$ cat config.mk
export PLATFORM = sky130hd
export DESIGN_NAME = cla_seq_add_ctrl_flat
export DESIGN_NICKNAME = d
export VERILOG_FILES = /design/src/rtl/cla_seq_add_ctrl_if.sv /design/src/rtl/cla_seq_add_ctrl.sv /design/src/flat_wrapper.sv
export SDC_FILE = /design/constraint.sdc
export NUM_CORES = 1
export LEC_CHECK = 0
export BUFFER_PORTS_ARGS = -buffer_cell sky130_fd_sc_hd__buf_2
export CAP_MARGIN = 20
export CORE_MARGIN = 3
export CORE_UTILIZATION = 54
export DETAILED_ROUTE_END_ITERATION = 8
export PLACE_DENSITY = 0.89
export SKIP_CTS_REPAIR_TIMING = 1
export SLEW_MARGIN = 10
export SYNTH_ARGS = -nofsm -noshare
export SYNTH_HDL_FRONTEND = slang
export SYNTH_SLANG_ARGS = --single-unit
$ cat constraint.sdc
create_clock -name clk -period 2.65 [get_ports clk]
set_clock_uncertainty 0.1 [all_clocks]
set_input_delay 0 -clock clk [delete_from_list [all_inputs] [get_ports clk]]
set_output_delay 0 -clock clk [all_outputs]
set_load 0.02 [all_outputs]
$ cat src/rtl/cla_seq_add_ctrl_if.sv
// Requester-side bus for the sequential nibble adder.
// Optional signed-overflow flag is present only when CLA_SEQ_ADD_OVF_EN is defined.
interface cla_seq_add_ctrl_if #(
    parameter int unsigned WIDTH = 16
);
    logic             start;
    logic             sub;
    logic [WIDTH-1:0] op_a;
    logic [WIDTH-1:0] op_b;
    logic             cin;
    logic             busy;
    logic             done;
    logic [WIDTH-1:0] sum;
    logic             cout;
`ifdef CLA_SEQ_ADD_OVF_EN
    logic             ovf;

    modport master (
        output start, sub, op_a, op_b, cin,
        input  busy, done, sum, cout, ovf
    );

    modport slave (
        input  start, sub, op_a, op_b, cin,
        output busy, done, sum, cout, ovf
    );
`else
    modport master (
        output start, sub, op_a, op_b, cin,
        input  busy, done, sum, cout
    );

    modport slave (
        input  start, sub, op_a, op_b, cin,
        output busy, done, sum, cout
    );
`endif
endinterface

$ cat src/rtl/cla_seq_add_ctrl.sv
// Sequential WIDTH-bit add/subtract built from one shared 4-bit carry-lookahead
// slice, one nibble per clock (LSB first) with a registered inter-nibble carry.
// Optional feature macro: CLA_SEQ_ADD_OVF_EN (adds signed-overflow output ovf).
module cla_seq_add_ctrl #(
    parameter int unsigned WIDTH = 16
) (
    input  logic               clk,
    input  logic               rst,
    cla_seq_add_ctrl_if.slave  bus
);

    localparam int unsigned NSLICE = WIDTH / 4;
    localparam int unsigned IDX_W  = (NSLICE > 1) ? $clog2(NSLICE) : 1;
    localparam int unsigned SH_W   = IDX_W + 2;

    localparam logic [IDX_W-1:0] LAST_IDX = IDX_W'(NSLICE - 1);
    localparam logic [WIDTH-1:0] NIB_MASK = WIDTH'(4'hF);

    // Reject widths that cannot be split into whole nibbles
    if ((WIDTH < 4) || ((WIDTH % 4) != 0)) begin : g_width_check
        $error("cla_seq_add_ctrl: WIDTH must be a multiple of 4 and at least 4");
    end

    typedef enum logic [1:0] {
        S_IDLE = 2'd0,
        S_RUN  = 2'd1,
        S_DONE = 2'd2
    } state_t;

    state_t           state_q;
    state_t           state_nxt;

    logic [WIDTH-1:0] a_q,     a_nxt;
    logic [WIDTH-1:0] b_q,     b_nxt;
    logic             carry_q, carry_nxt;
    logic [IDX_W-1:0] idx_q,   idx_nxt;
    logic [WIDTH-1:0] sum_q,   sum_nxt;
    logic             cout_q,  cout_nxt;
    logic             busy_q,  busy_nxt;
    logic             done_q,  done_nxt;
`ifdef CLA_SEQ_ADD_OVF_EN
    logic             ovf_q,   ovf_nxt;
`endif

    logic [SH_W-1:0]  nib_sh;
    logic [3:0]       sl_a;
    logic [3:0]       sl_b;
    logic [3:0]       sl_g;
    logic [3:0]       sl_p;
    logic [4:0]       sl_c;
    logic [3:0]       sl_s;

    // Shared 4-bit carry-lookahead slice fed by the nibble selected by idx_q
    always_comb begin
        nib_sh  = {idx_q, 2'b00};
        sl_a    = 4'(a_q >> nib_sh);
        sl_b    = 4'(b_q >> nib_sh);
        sl_g    = sl_a & sl_b;
        sl_p    = sl_a ^ sl_b;
        sl_c[0] = carry_q;
        sl_c[1] = sl_g[0] | (sl_p[0] & carry_q);
        sl_c[2] = sl_g[1] | (sl_p[1] & sl_g[0]) | (sl_p[1] & sl_p[0] & carry_q);
        sl_c[3] = sl_g[2] | (sl_p[2] & sl_g[1]) | (sl_p[2] & sl_p[1] & sl_g[0])
                | (sl_p[2] & sl_p[1] & sl_p[0] & carry_q);
        sl_c[4] = sl_g[3] | (sl_p[3] & sl_g[2]) | (sl_p[3] & sl_p[2] & sl_g[1])
                | (sl_p[3] & sl_p[2] & sl_p[1] & sl_g[0])
                | (sl_p[3] & sl_p[2] & sl_p[1] & sl_p[0] & carry_q);
        sl_s    = sl_p ^ sl_c[3:0];
    end

    // FSM state register
    always_ff @(posedge clk) begin
        if (rst) begin
            state_q <= S_IDLE;
        end else begin
            state_q <= state_nxt;
        end
    end

    // FSM next-state: accept only in IDLE, leave RUN after the top nibble
    always_comb begin
        state_nxt = state_q;
        case (state_q)
            S_IDLE:  if (bus.start) state_nxt = S_RUN;
            S_RUN:   if (idx_q == LAST_IDX) state_nxt = S_DONE;
            S_DONE:  state_nxt = S_IDLE;
            default: state_nxt = S_IDLE;
        endcase
    end

    // FSM outputs and datapath next values; results hold outside accept/RUN
    always_comb begin
        a_nxt     = a_q;
        b_nxt     = b_q;
        carry_nxt = carry_q;
        idx_nxt   = idx_q;
        sum_nxt   = sum_q;
        cout_nxt  = cout_q;
`ifdef CLA_SEQ_ADD_OVF_EN
        ovf_nxt   = ovf_q;
`endif
        busy_nxt  = (state_nxt != S_IDLE);
        done_nxt  = (state_nxt == S_DONE);
        case (state_q)
            S_IDLE: begin
                if (bus.start) begin
                    a_nxt     = bus.op_a;
                    b_nxt     = bus.sub ? ~bus.op_b : bus.op_b;
                    carry_nxt = bus.sub | bus.cin;
                    idx_nxt   = '0;
                    sum_nxt   = '0;
                    cout_nxt  = 1'b0;
`ifdef CLA_SEQ_ADD_OVF_EN
                    ovf_nxt   = 1'b0;
`endif
                end
            end
            S_RUN: begin
                sum_nxt   = (sum_q & ~(NIB_MASK << nib_sh)) | (WIDTH'(sl_s) << nib_sh);
                carry_nxt = sl_c[4];
                idx_nxt   = idx_q + IDX_W'(1);
                if (idx_q == LAST_IDX) begin
                    idx_nxt  = '0;
                    cout_nxt = sl_c[4];
`ifdef CLA_SEQ_ADD_OVF_EN
                    // carry into MSB xor carry out of MSB
                    ovf_nxt  = sl_c[3] ^ sl_c[4];
`endif
                end
            end
            default: ;
        endcase
    end

    // Datapath and output registers
    always_ff @(posedge clk) begin
        if (rst) begin
            a_q     <= '0;
            b_q     <= '0;
            carry_q <= 1'b0;
            idx_q   <= '0;
            sum_q   <= '0;
            cout_q  <= 1'b0;
            busy_q  <= 1'b0;
            done_q  <= 1'b0;
`ifdef CLA_SEQ_ADD_OVF_EN
            ovf_q   <= 1'b0;
`endif
        end else begin
            a_q     <= a_nxt;
            b_q     <= b_nxt;
            carry_q <= carry_nxt;
            idx_q   <= idx_nxt;
            sum_q   <= sum_nxt;
            cout_q  <= cout_nxt;
            busy_q  <= busy_nxt;
            done_q  <= done_nxt;
`ifdef CLA_SEQ_ADD_OVF_EN
            ovf_q   <= ovf_nxt;
`endif
        end
    end

    assign bus.busy = busy_q;
    assign bus.done = done_q;
    assign bus.sum  = sum_q;
    assign bus.cout = cout_q;
`ifdef CLA_SEQ_ADD_OVF_EN
    assign bus.ovf  = ovf_q;
`endif

endmodule

$ cat src/flat_wrapper.sv
// flat-port wrapper written by rule: the top's interface ports become plain ports
module cla_seq_add_ctrl_flat 
#(
    parameter int unsigned WIDTH = 16
)
  (clk, rst, bus_start, bus_sub, bus_op_a, bus_op_b, bus_cin, bus_busy, bus_done, bus_sum, bus_cout);
  cla_seq_add_ctrl_if #(.WIDTH(WIDTH)) bus_i ();
  input  logic clk;
  input  logic rst;
  input wire logic [$bits(bus_i.start)-1:0] bus_start;
  input wire logic [$bits(bus_i.sub)-1:0] bus_sub;
  input wire logic [$bits(bus_i.op_a)-1:0] bus_op_a;
  input wire logic [$bits(bus_i.op_b)-1:0] bus_op_b;
  input wire logic [$bits(bus_i.cin)-1:0] bus_cin;
  output wire logic [$bits(bus_i.busy)-1:0] bus_busy;
  output wire logic [$bits(bus_i.done)-1:0] bus_done;
  output wire logic [$bits(bus_i.sum)-1:0] bus_sum;
  output wire logic [$bits(bus_i.cout)-1:0] bus_cout;
  assign bus_i.start = bus_start;
  assign bus_i.sub = bus_sub;
  assign bus_i.op_a = bus_op_a;
  assign bus_i.op_b = bus_op_b;
  assign bus_i.cin = bus_cin;
  assign bus_busy = bus_i.busy;
  assign bus_done = bus_i.done;
  assign bus_sum = bus_i.sum;
  assign bus_cout = bus_i.cout;
  cla_seq_add_ctrl #(.WIDTH(WIDTH)) u_core (.clk(clk), .rst(rst), .bus(bus_i));
endmodule
* Word-level counts from Yosys, hierarchy flattened
Index checks and enable logic that the tools add are counted.
W data, S select, Z words.
** Operators by class
- Add/subtract/negate cells :: 1
- Multiplexer cells :: 14
- Reduce and logical (&&, ||, !) cells :: 6
- Shift-type cells :: 4
- Bitwise gates (word level) :: 34
- Equal/unequal tests :: 5
** Operators by type and width (count)
- $mux W16 :: 2
- $not A16 Y16 :: 2
- $pmux W16 S2 :: 1
- $shr A16 B4 Y4 :: 2
- $and A1 B1 Y1 :: 16
- $and A16 B16 Y16 :: 1
- $or A16 B16 Y16 :: 1
- $shl A4 B4 Y16 :: 1
- $shl A4 B4 Y16 const A :: 1
- $or A1 B1 Y1 :: 11
- $mux W2 :: 4
- $pmux W2 S2 :: 2
- $xor A4 B4 Y4 :: 2
- $and A4 B4 Y4 :: 1
- $eq A2 B2 Y1 const B :: 2
- $pmux W1 S2 :: 2
- $reduce_and A2 Y1 :: 2
- $reduce_bool A2 Y1 :: 2
- $mux W1 :: 3
- $reduce_and A3 Y1 :: 1
- $add A2 B1 Y2 const B :: 1
- $eq A2 B1 Y1 const B :: 1
- $logic_not A2 Y1 :: 1
- $ne A2 B1 Y1 const B :: 1
- $ne A2 B2 Y1 const B :: 1
** Word-level totals
- Output and inout port bits :: 19
- Input bits :: 37
- Flip-flop bits (word level) :: 56

* Longest topological paths before layout
Gate-level depths: netlist (run 1).
- Depth after elaboration :: 10
- Mapped depth :: 8

* Worst setup path after synthesis (run 1)
OpenSTA, ideal clock, no wires.
- Path type :: reg-to-reg
- Start :: register u_core.idx_q[0]
- End :: register u_core.sum_q[7] (netlist: u_core.bus.sum[7])
- Cell stages (with the launch flop) :: 9
- Data required time :: 2420 ps
- Period minus slack after synthesis :: 2401 ps
- Path slack :: 249 ps
- Arrival time :: 2171 ps
- Library setup time :: 130 ps
- Cells stage by stage :: dfxtp_1 > buf_2 > buf_4 > mux4_2 > ha_1 > a21oi_1 > o21ai_2 > xnor2_1 > o31ai_1
** Between the ends
- Longest elaborated chain between the ends :: 10
- Elaborated cells between the ends (all ways) :: 19
- Classes of those cells :: shift (4); mux (1); bitwise (14)
** Ends and longest elaborated chain
- start: declaration :: RTL line cla_seq_add_ctrl.sv:36 : logic [IDX_W-1:0] idx_q, idx_nxt;
- start signal: assignment :: RTL line cla_seq_add_ctrl.sv:153 : idx_q <= idx_nxt;
- $shr A16 B4 Y4 (on tied branches) :: RTL line cla_seq_add_ctrl.sv:56, cla_seq_add_ctrl.sv:57
- $xor A4 B4 Y4 or $and A4 B4 Y4 (tied branches) :: RTL line cla_seq_add_ctrl.sv:59, cla_seq_add_ctrl.sv:58
- $and A1 B1 Y1 (on tied branches) :: RTL line cla_seq_add_ctrl.sv:63, cla_seq_add_ctrl.sv:64
- $or A1 B1 Y1, or another cell as far along :: RTL line cla_seq_add_ctrl.sv:63 : sl_c[3] = sl_g[2] | (sl_p[2] & sl_g[1]) | (sl_p[2] & sl_p[1] & sl_g[0])
- $or A1 B1 Y1 or $and A1 B1 Y1 (tied branches) :: RTL line cla_seq_add_ctrl.sv:63, cla_seq_add_ctrl.sv:64
- $or A1 B1 Y1 :: RTL line cla_seq_add_ctrl.sv:64 : | (sl_p[2] & sl_p[1] & sl_p[0] & carry_q);
- $xor A4 B4 Y4 :: RTL line cla_seq_add_ctrl.sv:68 : sl_s = sl_p ^ sl_c[3:0];
- $shl A4 B4 Y16 :: RTL line cla_seq_add_ctrl.sv:119 : sum_nxt = (sum_q & ~(NIB_MASK << nib_sh)) | (WIDTH'(sl_s) << nib_sh);
- $or A16 B16 Y16 * :: RTL line cla_seq_add_ctrl.sv:119
- $pmux W16 S2 * :: RTL line cla_seq_add_ctrl.sv:104 : case (state_q)
- end signal: assignment :: RTL line cla_seq_add_ctrl.sv:154 : sum_q <= sum_nxt;
- end: declaration :: RTL line cla_seq_add_ctrl.sv:37 : logic [WIDTH-1:0] sum_q, sum_nxt;
Every way passes the cells marked *; elsewhere a longest branch is shown, timed or not.
A chain may end at the register's enable or synchronous reset.

* Worst setup path in the final report (run 1)
- Start :: register u_core.idx_q[0]
- End :: register u_core.sum_q[14] (netlist: u_core.bus.sum[14])
** Between the ends
- Longest elaborated chain between the ends :: 9
- Elaborated cells between the ends (all ways) :: 16
- Classes of those cells :: shift (4); mux (1); bitwise (11)
** Ends and longest elaborated chain
- $shr A16 B4 Y4 (on tied branches) :: RTL line cla_seq_add_ctrl.sv:56, cla_seq_add_ctrl.sv:57
- $xor A4 B4 Y4 or $and A4 B4 Y4 (tied branches) :: RTL line cla_seq_add_ctrl.sv:59, cla_seq_add_ctrl.sv:58
- $and A1 B1 Y1 :: RTL line cla_seq_add_ctrl.sv:62 : sl_c[2] = sl_g[1] | (sl_p[1] & sl_g[0]) | (sl_p[1] & sl_p[0] & carry_q);
- $or A1 B1 Y1 or $and A1 B1 Y1 (tied branches) :: RTL line cla_seq_add_ctrl.sv:62
- $or A1 B1 Y1 :: RTL line cla_seq_add_ctrl.sv:62
- $xor A4 B4 Y4 :: RTL line cla_seq_add_ctrl.sv:68
- $shl A4 B4 Y16 :: RTL line cla_seq_add_ctrl.sv:119
- $or A16 B16 Y16 * :: RTL line cla_seq_add_ctrl.sv:119
- $pmux W16 S2 * :: RTL line cla_seq_add_ctrl.sv:104
Marks and branches as above.

==> results.rst, run 1 <==
.. list-table::
   :header-rows: 1

   * - Metric
     - Value
   * - Ys async rst share
     - 0%
   * - Core area
     - 4530 um2
   * - Headroom to the max-slew limit
     - 60.3%
   * - Dominant cell type by count on the critical path
     - sky130_fd_sc_hd__a21o_1
   * - Slowest Stage Delay on Critical Path
     - 580 ps
   * - Final worst-path cycle share
     - 92.2%
   * - Clock-pin slew on the worst setup and hold paths
     - 100 ps
   * - Number of remaining DRC errors
     - 0
   * - Placed cell areas
     - 2920 um2
   * - Slew Limit Fails
     - 0
   * - Summed negative setup slack over all endpoints
     - 0 ps
   * - Met2 Resource Use GR
     - 31.2%
   * - Top cell type by total area after synthesis
     - sky130_fd_sc_hd__dfxtp_1
   * - Maximum operating frequency
     - 409 MHz
   * - Routed Antenna Nets
     - 0
   * - Final setup fails
     - 0
   * - VDD IR max
     - 0.000582 V
   * - Clock group share of total power
     - 30.8%
   * - Sequential-to-total area share from yosys stat
     - 42.3%
   * - DIE WIDTH
     - 76.1 um
   * - Endpoint type of the worst setup path
     - flop
   * - Unrepaired setup endpoints after global routing
     - false
   * - Max Fanout on Critical Path
     - 11
   * - Run status
     - finished with violations
   * - Root buffer cell
     - sky130_fd_sc_hd__clkbuf_8
   * - Synthesized-area fraction occupied by ao, oa, aoi and oai cells
     - 16.9%
   * - Met3 usage in global routing
     - 5.08%
   * - Prevailing post-synth register cell
     - sky130_fd_sc_hd__dfxtp_1
   * - Sinks on Clock Net
     - 56
   * - Total power per unit cell area
     - 538 nW/um2
   * - Mean routed wirelength per cell
     - 15.0 um
   * - Clock tree from TritonCTS
     - yes
   * - Switching power as a share of total power
     - 26.8%
   * - Parity-gate share of the synthesized area counting xor and xnor cells
     - 5.94%
   * - Critical path startpoint
     - u_core.idx_q[0]$_SDFFE_PP0P_
   * - Vias per cell
     - 5.52
   * - Starting Density
     - 58.5%
   * - TritonRoute pass-1 iters
     - 5
   * - Filler cells
     - 305
   * - Worst path cell trace
     - buf_4, mux4_2, ha_1, a21o_1, a21o_1, a311o_1
   * - Yosys warning total
     - 0
   * - Required time reported for the critical path endpoint
     - 2760 ps
   * - Last weighted congestion value of the routability-driven placer
     - 0.864
   * - Reg2Reg Launch Point
     - u_core.idx_q[0]$_SDFFE_PP0P_
   * - Row count
     - 24
   * - Global-route wire length before repair
     - 9360 um
   * - Proportion of netlist area held by the largest area contributor
     - 42.3%
   * - Class of the most critical setup path
     - flop to flop
   * - Total clock buffers created by CTS
     - 5
   * - Number of antenna violations at the first check in global routing
     - 0
   * - Fraction of layout cells with a size suffix above 1
     - 22.7%
   * - Remaining global-route overflow
     - 0
   * - Most Used Layer, Global Route
     - met2
   * - Worst EP arrival
     - 2550 ps
   * - Slowest cell on crit path
     - sky130_fd_sc_hd__mux4_2
   * - Final Hold Slack
     - -22.5 ps
   * - Height of the chip
     - 76.1 um
   * - Number of levels in the clock H-tree
     - 2
   * - Overall fraction of global-route tracks in use
     - 19.4%
   * - Simple-gate share of the synthesized area
     - 17.8%
   * - Leakage power
     - 1.40 nW
   * - Yosys reg bits
     - 56
   * - Total Die Area
     - 5790 um2
   * - Dominant combinational cell family by area after synthesis
     - simple AND/OR/NAND/NOR gates
   * - Most numerous cell types in the synthesized netlist
     - 56 x sky130_fd_sc_hd__dfxtp_1, 37 x sky130_fd_sc_hd__nand2_1, 30 x sky130_fd_sc_hd__nor2_1, 18 x sky130_fd_sc_hd__a21oi_1
   * - Largest cells by area after synthesis
     - sky130_fd_sc_hd__dfxtp_1 42%, sky130_fd_sc_hd__mux4_2 6.8%, sky130_fd_sc_hd__xnor2_1 5.6%, sky130_fd_sc_hd__nand2_1 5.2%, sky130_fd_sc_hd__a211oi_1 4.8%
   * - Post-synthesis adder-cell area fraction
     - 5.00%
   * - Source of the worst hold timing path
     - bus_start
   * - Via total after detailed routing
     - 2358
   * - Int Power
     - 1.33 mW
   * - Cell area after technology mapping
     - 2650 um2
   * - Slew of the pin with the lowest slew margin
     - 596 ps
   * - Final wirelength
     - 6390 um
   * - Final HPWL from detailed placement
     - 4020 um
   * - Max_cap viols
     - 0
   * - Classification of the worst-slack hold path
     - input port to flop
   * - Gate Count Post-Synth
     - 280
   * - Logic gate share of total power
     - 18.6%
   * - Count of flip-flops with a built-in enable after synthesis
     - 0
   * - Startpoint type of the worst setup path
     - flop
   * - Number of hold violations in the final report
     - 1
   * - NumNets Final
     - 408
   * - Post-Layout Inst Area
     - 3370 um2
   * - Iteration-0 DRC count of the detailed router
     - 163
   * - Most frequently used cell type in the post-synthesis netlist
     - sky130_fd_sc_hd__dfxtp_1
   * - GR Layer Usage met1
     - 25.8%
   * - Clock insertion delay at the later pin of the skew report
     - 320 ps
   * - Unique masters post-synth
     - 35
   * - Net switching component of the power
     - 0.485 mW
   * - Antenna Diode Count
     - 0
   * - P&R area growth vs syn
     - 27.1%
   * - Number of nets produced by synthesis
     - 327
   * - Multiplexer area fraction after synthesis
     - 6.79%
   * - Mean area per synthesized cell
     - 9.47 um2
   * - Violations in the final reports
     - negative hold slack
   * - Top-level I/O count
     - 56
   * - Maximum number of pins on one net before global-route repair
     - 49
   * - Sequential power share
     - 50.6%
   * - Clock buffer depth
     - 2
   * - Time the final worst path needs with I/O delays and setup
     - 2440 ps
   * - Via count of the first global-routing pass
     - 2031
   * - Port Buf Inserts
     - 55
## path summary, 6_finish.rpt
| path | to | slack, ps | cells past startpoint |
|---|---|---|---|
| max reg2reg | u_core.bus.sum[14]$_SDFFE_PP0P_ | 210 | 6 |
| min | u_core.bus.busy$_SDFF_PP0_ | -20 | 3 |
| max | u_core.bus.sum[14]$_SDFFE_PP0P_ | 210 | 6 |
| min reg2reg | u_core.a_q[13]$_SDFFE_PP0P_ | 360 | 2 |
## power groups by stage
| stage | logic, mW | registers (mW) | clock network (mW) |
|---|---|---|---|
| finish | 0.337 | 0.917 | 0.559 |
| global route | 0.373 | 0.921 | 0.608 |
| CTS | 0.291 | 0.915 | 0.563 |
| detailed placement | 0.289 | 0.934 | 0 |
| global placement | 0.282 | 0.932 | 0 |
| floorplan | 0.218 | 0.932 | 0 |
## routing by layer
metal | share of wire [%] | vias up
met4 | 1.2 | 0
li1 | - | 1153
met2 | 49 | 119
met5 | 0 | -
met1 | 43 | 1073
met3 | 7.0 | 13
## state kept, by name, summed over array words and instances (netlist names)
register         count
u_core.a_q          16
u_core.b_q          16
u_core.bus.sum      16
u_core.idx_q         2
u_core.state_q       2
u_core.bus.busy      1
u_core.bus.cout      1
u_core.bus.done      1
u_core.carry_q       1
## worst max-delay path: cells and delay by family (launching register included)
family	cells	cell delay, ps
AO/OA/AOI/OAI	3	780
multiplexers	1	580
flip-flops	1	340
adder cells (fa/ha/maj)	1	340
buffers and inverters	1	210
## layout by cell type, fill, tap and decap left out, types with 2 or more instances in the layout
cell | Yosys | final
sky130_fd_sc_hd__buf_4 | 3 | 5
sky130_fd_sc_hd__xnor2_1 | 17 | 17
sky130_fd_sc_hd__a22oi_1 | 11 | 11
sky130_fd_sc_hd__buf_2 | 6 | 55
sky130_fd_sc_hd__and3b_1 | 3 | 3
sky130_fd_sc_hd__o31ai_1 | 4 | 4
sky130_fd_sc_hd__inv_1 | 3 | 3
sky130_fd_sc_hd__a21o_1 | 6 | 6
sky130_fd_sc_hd__nor3_1 | 11 | 11
sky130_fd_sc_hd__ha_1 | 9 | 9
sky130_fd_sc_hd__a311o_1 | 3 | 3
sky130_fd_sc_hd__a211oi_1 | 17 | 17
sky130_fd_sc_hd__nand2b_1 | 2 | 2
sky130_fd_sc_hd__nand2_1 | 37 | 37
sky130_fd_sc_hd__mux4_2 | 8 | 8
sky130_fd_sc_hd__o21ai_0 | 2 | 2
sky130_fd_sc_hd__clkbuf_8 | 0 | 5
sky130_fd_sc_hd__a21oi_1 | 18 | 18
sky130_fd_sc_hd__dfxtp_1 | 56 | 56
sky130_fd_sc_hd__nor2_1 | 30 | 30
sky130_fd_sc_hd__nand3_1 | 6 | 6
sky130_fd_sc_hd__nand3b_1 | 6 | 6
sky130_fd_sc_hd__dlygate4sd3_1 | 0 | 34
## layout make-up
class / instances / area [um2] / share of cell area [%]
Timing Repair Buffer: 94 / 653 / 19.4
Tap cell: 65 / 81.3 / 2.41
Multi-Input combinational cell: 201 / 1390 / 41.3
Sequential cell: 56 / 1120 / 33.3
Inverter: 3 / 11.3 / 0.334
Clock inverter: 3 / 42.5 / 1.26
Clock buffer: 5 / 68.8 / 2.04
## through the flow
step,setup slack (ps),power (mW),hold slack [ps],utilization [%],cells
6_report,207,1.81,-22.5,74.3,427
2_1_floorplan,249,1.15,36.0,-,280
3_5_place_dp,214,1.22,150,64.4,385
5_1_grt,46.1,1.90,45.4,74.3,427
4_1_cts,205,1.77,-186,66.8,393
3_3_place_gp,279,1.21,143,64.4,385
## cell families (layout without fill, tap and decap cells)
group                    Yosys count  count (layout)
AND/OR/NAND/NOR                  101             101
AO/OA/AOI/OAI                     64              64
flip-flops                        56              56
buffers and inverters             23             105
XOR/XNOR                          18              18
adder cells (fa/ha/maj)           10              10
multiplexers                       8               8
(Power assumes the default switching activity.)
==> run 2: changes to the inputs <==
--- a/config.mk
+++ b/config.mk
@@ -5,11 +5,12 @@
 export SDC_FILE = /design/constraint.sdc
 export NUM_CORES = 1
 export LEC_CHECK = 0
-export BUFFER_PORTS_ARGS = -buffer_cell sky130_fd_sc_hd__buf_2
+export BUFFER_PORTS_ARGS = -buffer_cell sky130_fd_sc_hd__clkbuf_2
 export CAP_MARGIN = 20
 export CORE_MARGIN = 3
 export CORE_UTILIZATION = 54
 export DETAILED_ROUTE_END_ITERATION = 8
+export HOLD_SLACK_MARGIN = 0.06
 export PLACE_DENSITY = 0.89
 export SKIP_CTS_REPAIR_TIMING = 1
 export SLEW_MARGIN = 10
==> run 2 against run 1 <==
The run now ends clean. Maximum frequency down 2.2%. Total power down 3.6%. Largest cell class unchanged. Highest routed layer unchanged. Utilization down 0.17 points. First-iteration DRC count up 15%. Non-clock buffer count unchanged. Largest power group unchanged. Global-route usage up 1.3 points. Clock power down 13%. Critical path depth up 1. Critical endpoint is now u_core.bus.sum[6]$_SDFFE_PP0P_. Final cell count down 0.23%.
==> results.rst, run 2 (synthesis gave the netlist of run 1 again) <==
.. list-table::
   :header-rows: 1

   * - Metric
     - Value
   * - Depth of the worst register-to-register path
     - 7
   * - Final wirelength
     - 6330 um
   * - Required time reported for the critical path endpoint
     - 2750 ps
   * - Summed negative setup slack over all endpoints
     - 0 ps
   * - Port Buf Inserts
     - 55
   * - Routed Antenna Nets
     - 0
   * - P&R area growth vs syn
     - 26.8%
   * - Endpoint type of the worst setup path
     - flop
   * - Core area
     - 4530 um2
   * - Root buffer cell
     - sky130_fd_sc_hd__clkbuf_8
   * - Run status
     - finished clean
   * - Classification of the worst-slack hold path
     - input port to flop
   * - Number of remaining DRC errors
     - 0
   * - Leakage power
     - 1.39 nW
   * - Height of the chip
     - 76.1 um
   * - Row count
     - 24
   * - Maximum number of pins on one net before global-route repair
     - 49
   * - Final worst-path cycle share
     - 94.3%
   * - Antenna Diode Count
     - 0
   * - Area of the multi-input gates
     - 1400 um2
   * - Last weighted congestion value of the routability-driven placer
     - 0.851
   * - Final HPWL from detailed placement
     - 4150 um
   * - Slowest cell on crit path
     - sky130_fd_sc_hd__mux4_2
   * - NumNets Final
     - 408
   * - Unrepaired setup endpoints after global routing
     - false
   * - Layout Cells excl Fill
     - 426
   * - Filler cells
     - 335
   * - Time the final worst path needs with I/O delays and setup
     - 2500 ps
   * - Most common cell after layout, fill and taps aside
     - sky130_fd_sc_hd__dfxtp_1
   * - Dominant cell type by count on the critical path
     - sky130_fd_sc_hd__a21o_1
   * - Slew of the pin with the lowest slew margin
     - 582 ps
   * - Headroom to the max-slew limit
     - 61.2%
   * - Footprint of the flip-flops and latches
     - 1120 um2
   * - Crit path depth
     - 7
   * - Total power per unit cell area
     - 519 nW/um2
   * - Max_cap viols
     - 0
   * - Worst path cell trace
     - buf_4, mux4_2, ha_1, a21o_1, a21o_1, nor3_1, a311o_1
   * - Cells after DPL
     - 385
   * - Mean routed wirelength per cell
     - 14.9 um
   * - Slew Limit Fails
     - 0
   * - Clock insertion delay at the later pin of the skew report
     - 310 ps
   * - Remaining global-route overflow
     - 0
   * - Vias per cell
     - 5.35
   * - Overall fraction of global-route tracks in use
     - 20.7%
   * - Via count of the first global-routing pass
     - 2072
   * - Starting Density
     - 58.5%
   * - Maximum operating frequency
     - 400 MHz
   * - Iteration-0 DRC count of the detailed router
     - 188
   * - Number of buffer and inverter stages on the critical path
     - 1
   * - Total clock buffers created by CTS
     - 5
   * - Clock-pin slew on the worst setup and hold paths
     - 90 ps
   * - TritonRoute pass-1 iters
     - 4
   * - Global-route wire length before repair
     - 9740 um
   * - Clock tree from TritonCTS
     - yes
   * - Sinks on Clock Net
     - 56
   * - Class of the most critical setup path
     - flop to flop
   * - VDD IR max
     - 0.000332 V
   * - Via total after detailed routing
     - 2281
   * - Slowest Stage Delay on Critical Path
     - 580 ps
   * - Cell depth of the worst min-delay path
     - 2
   * - Startpoint type of the worst setup path
     - flop
   * - Top-level I/O count
     - 56
   * - Total Die Area
     - 5790 um2
   * - Number of antenna violations at the first check in global routing
     - 0
   * - Fraction of layout cells with a size suffix above 1
     - 22.7%
   * - Worst EP arrival
     - 2590 ps
   * - Number of levels in the clock H-tree
     - 2
   * - Clock buffer depth
     - 2
   * - Final setup fails
     - 0
   * - Max Fanout on Critical Path
     - 11
   * - DIE WIDTH
     - 76.1 um
   * - Kind of cell adding the most delay to the critical path
     - compound AO/OA/AOI/OAI gates
   * - Leading cell types in the layout, fill and taps excluded
     - 56 x sky130_fd_sc_hd__dfxtp_1, 55 x sky130_fd_sc_hd__clkbuf_2, 37 x sky130_fd_sc_hd__nand2_1
   * - Number of hold violations in the final report
     - 0
## run 2: worst paths after layout
kind | from | end | slack (ps)
min | rst | u_core.bus.sum[13]$_SDFFE_PP0P_ | 90
min reg2reg | u_core.a_q[11]$_SDFFE_PP0P_ | u_core.a_q[11]$_SDFFE_PP0P_ | 360
max reg2reg | u_core.idx_q[0]$_SDFFE_PP0P_ | u_core.bus.sum[6]$_SDFFE_PP0P_ | 150
max | u_core.idx_q[0]$_SDFFE_PP0P_ | u_core.bus.sum[6]$_SDFFE_PP0P_ | 150
## run 2: routing by layer
layer  GRT usage [%]  vias to the layer above  part of all wire (%)
li1                -                     1147                     -
met1            26.9                     1042                    43
met2            32.5                       72                    49
met3            5.56                       20                   5.1
met4            8.88                        0                   3.0
met5               0                        -                     0
## run 2: layout make-up
class	instances	share of cell area, %
clock buffers	7	2.86
well taps	65	2.42
repair buffers	94	19.4
flip-flops and latches	56	33.3
multi-input cells	201	41.6
inverters	3	0.335
## run 2: metrics by stage
stage	total power, mW	util [%]	area, um2	setup slack [ps]	hold WS (ps)
2_1_floorplan	1.15	-	2650	249	36.0
3_3_place_gp	1.21	64.4	2920	280	125
3_5_place_dp	1.23	64.4	2920	177	133
4_1_cts	1.71	66.5	3020	160	-206
5_1_grt	1.85	74.2	3360	5.40	95.6
6_report	1.75	74.2	3360	152	87.2
## run 2: power by group
group          internal, mW  leakage [nW]  switching [mW]
combinational         0.163         0.883           0.178
clock                 0.233        0.0503           0.256
sequential            0.887         0.459          0.0301
total                  1.28          1.39           0.464
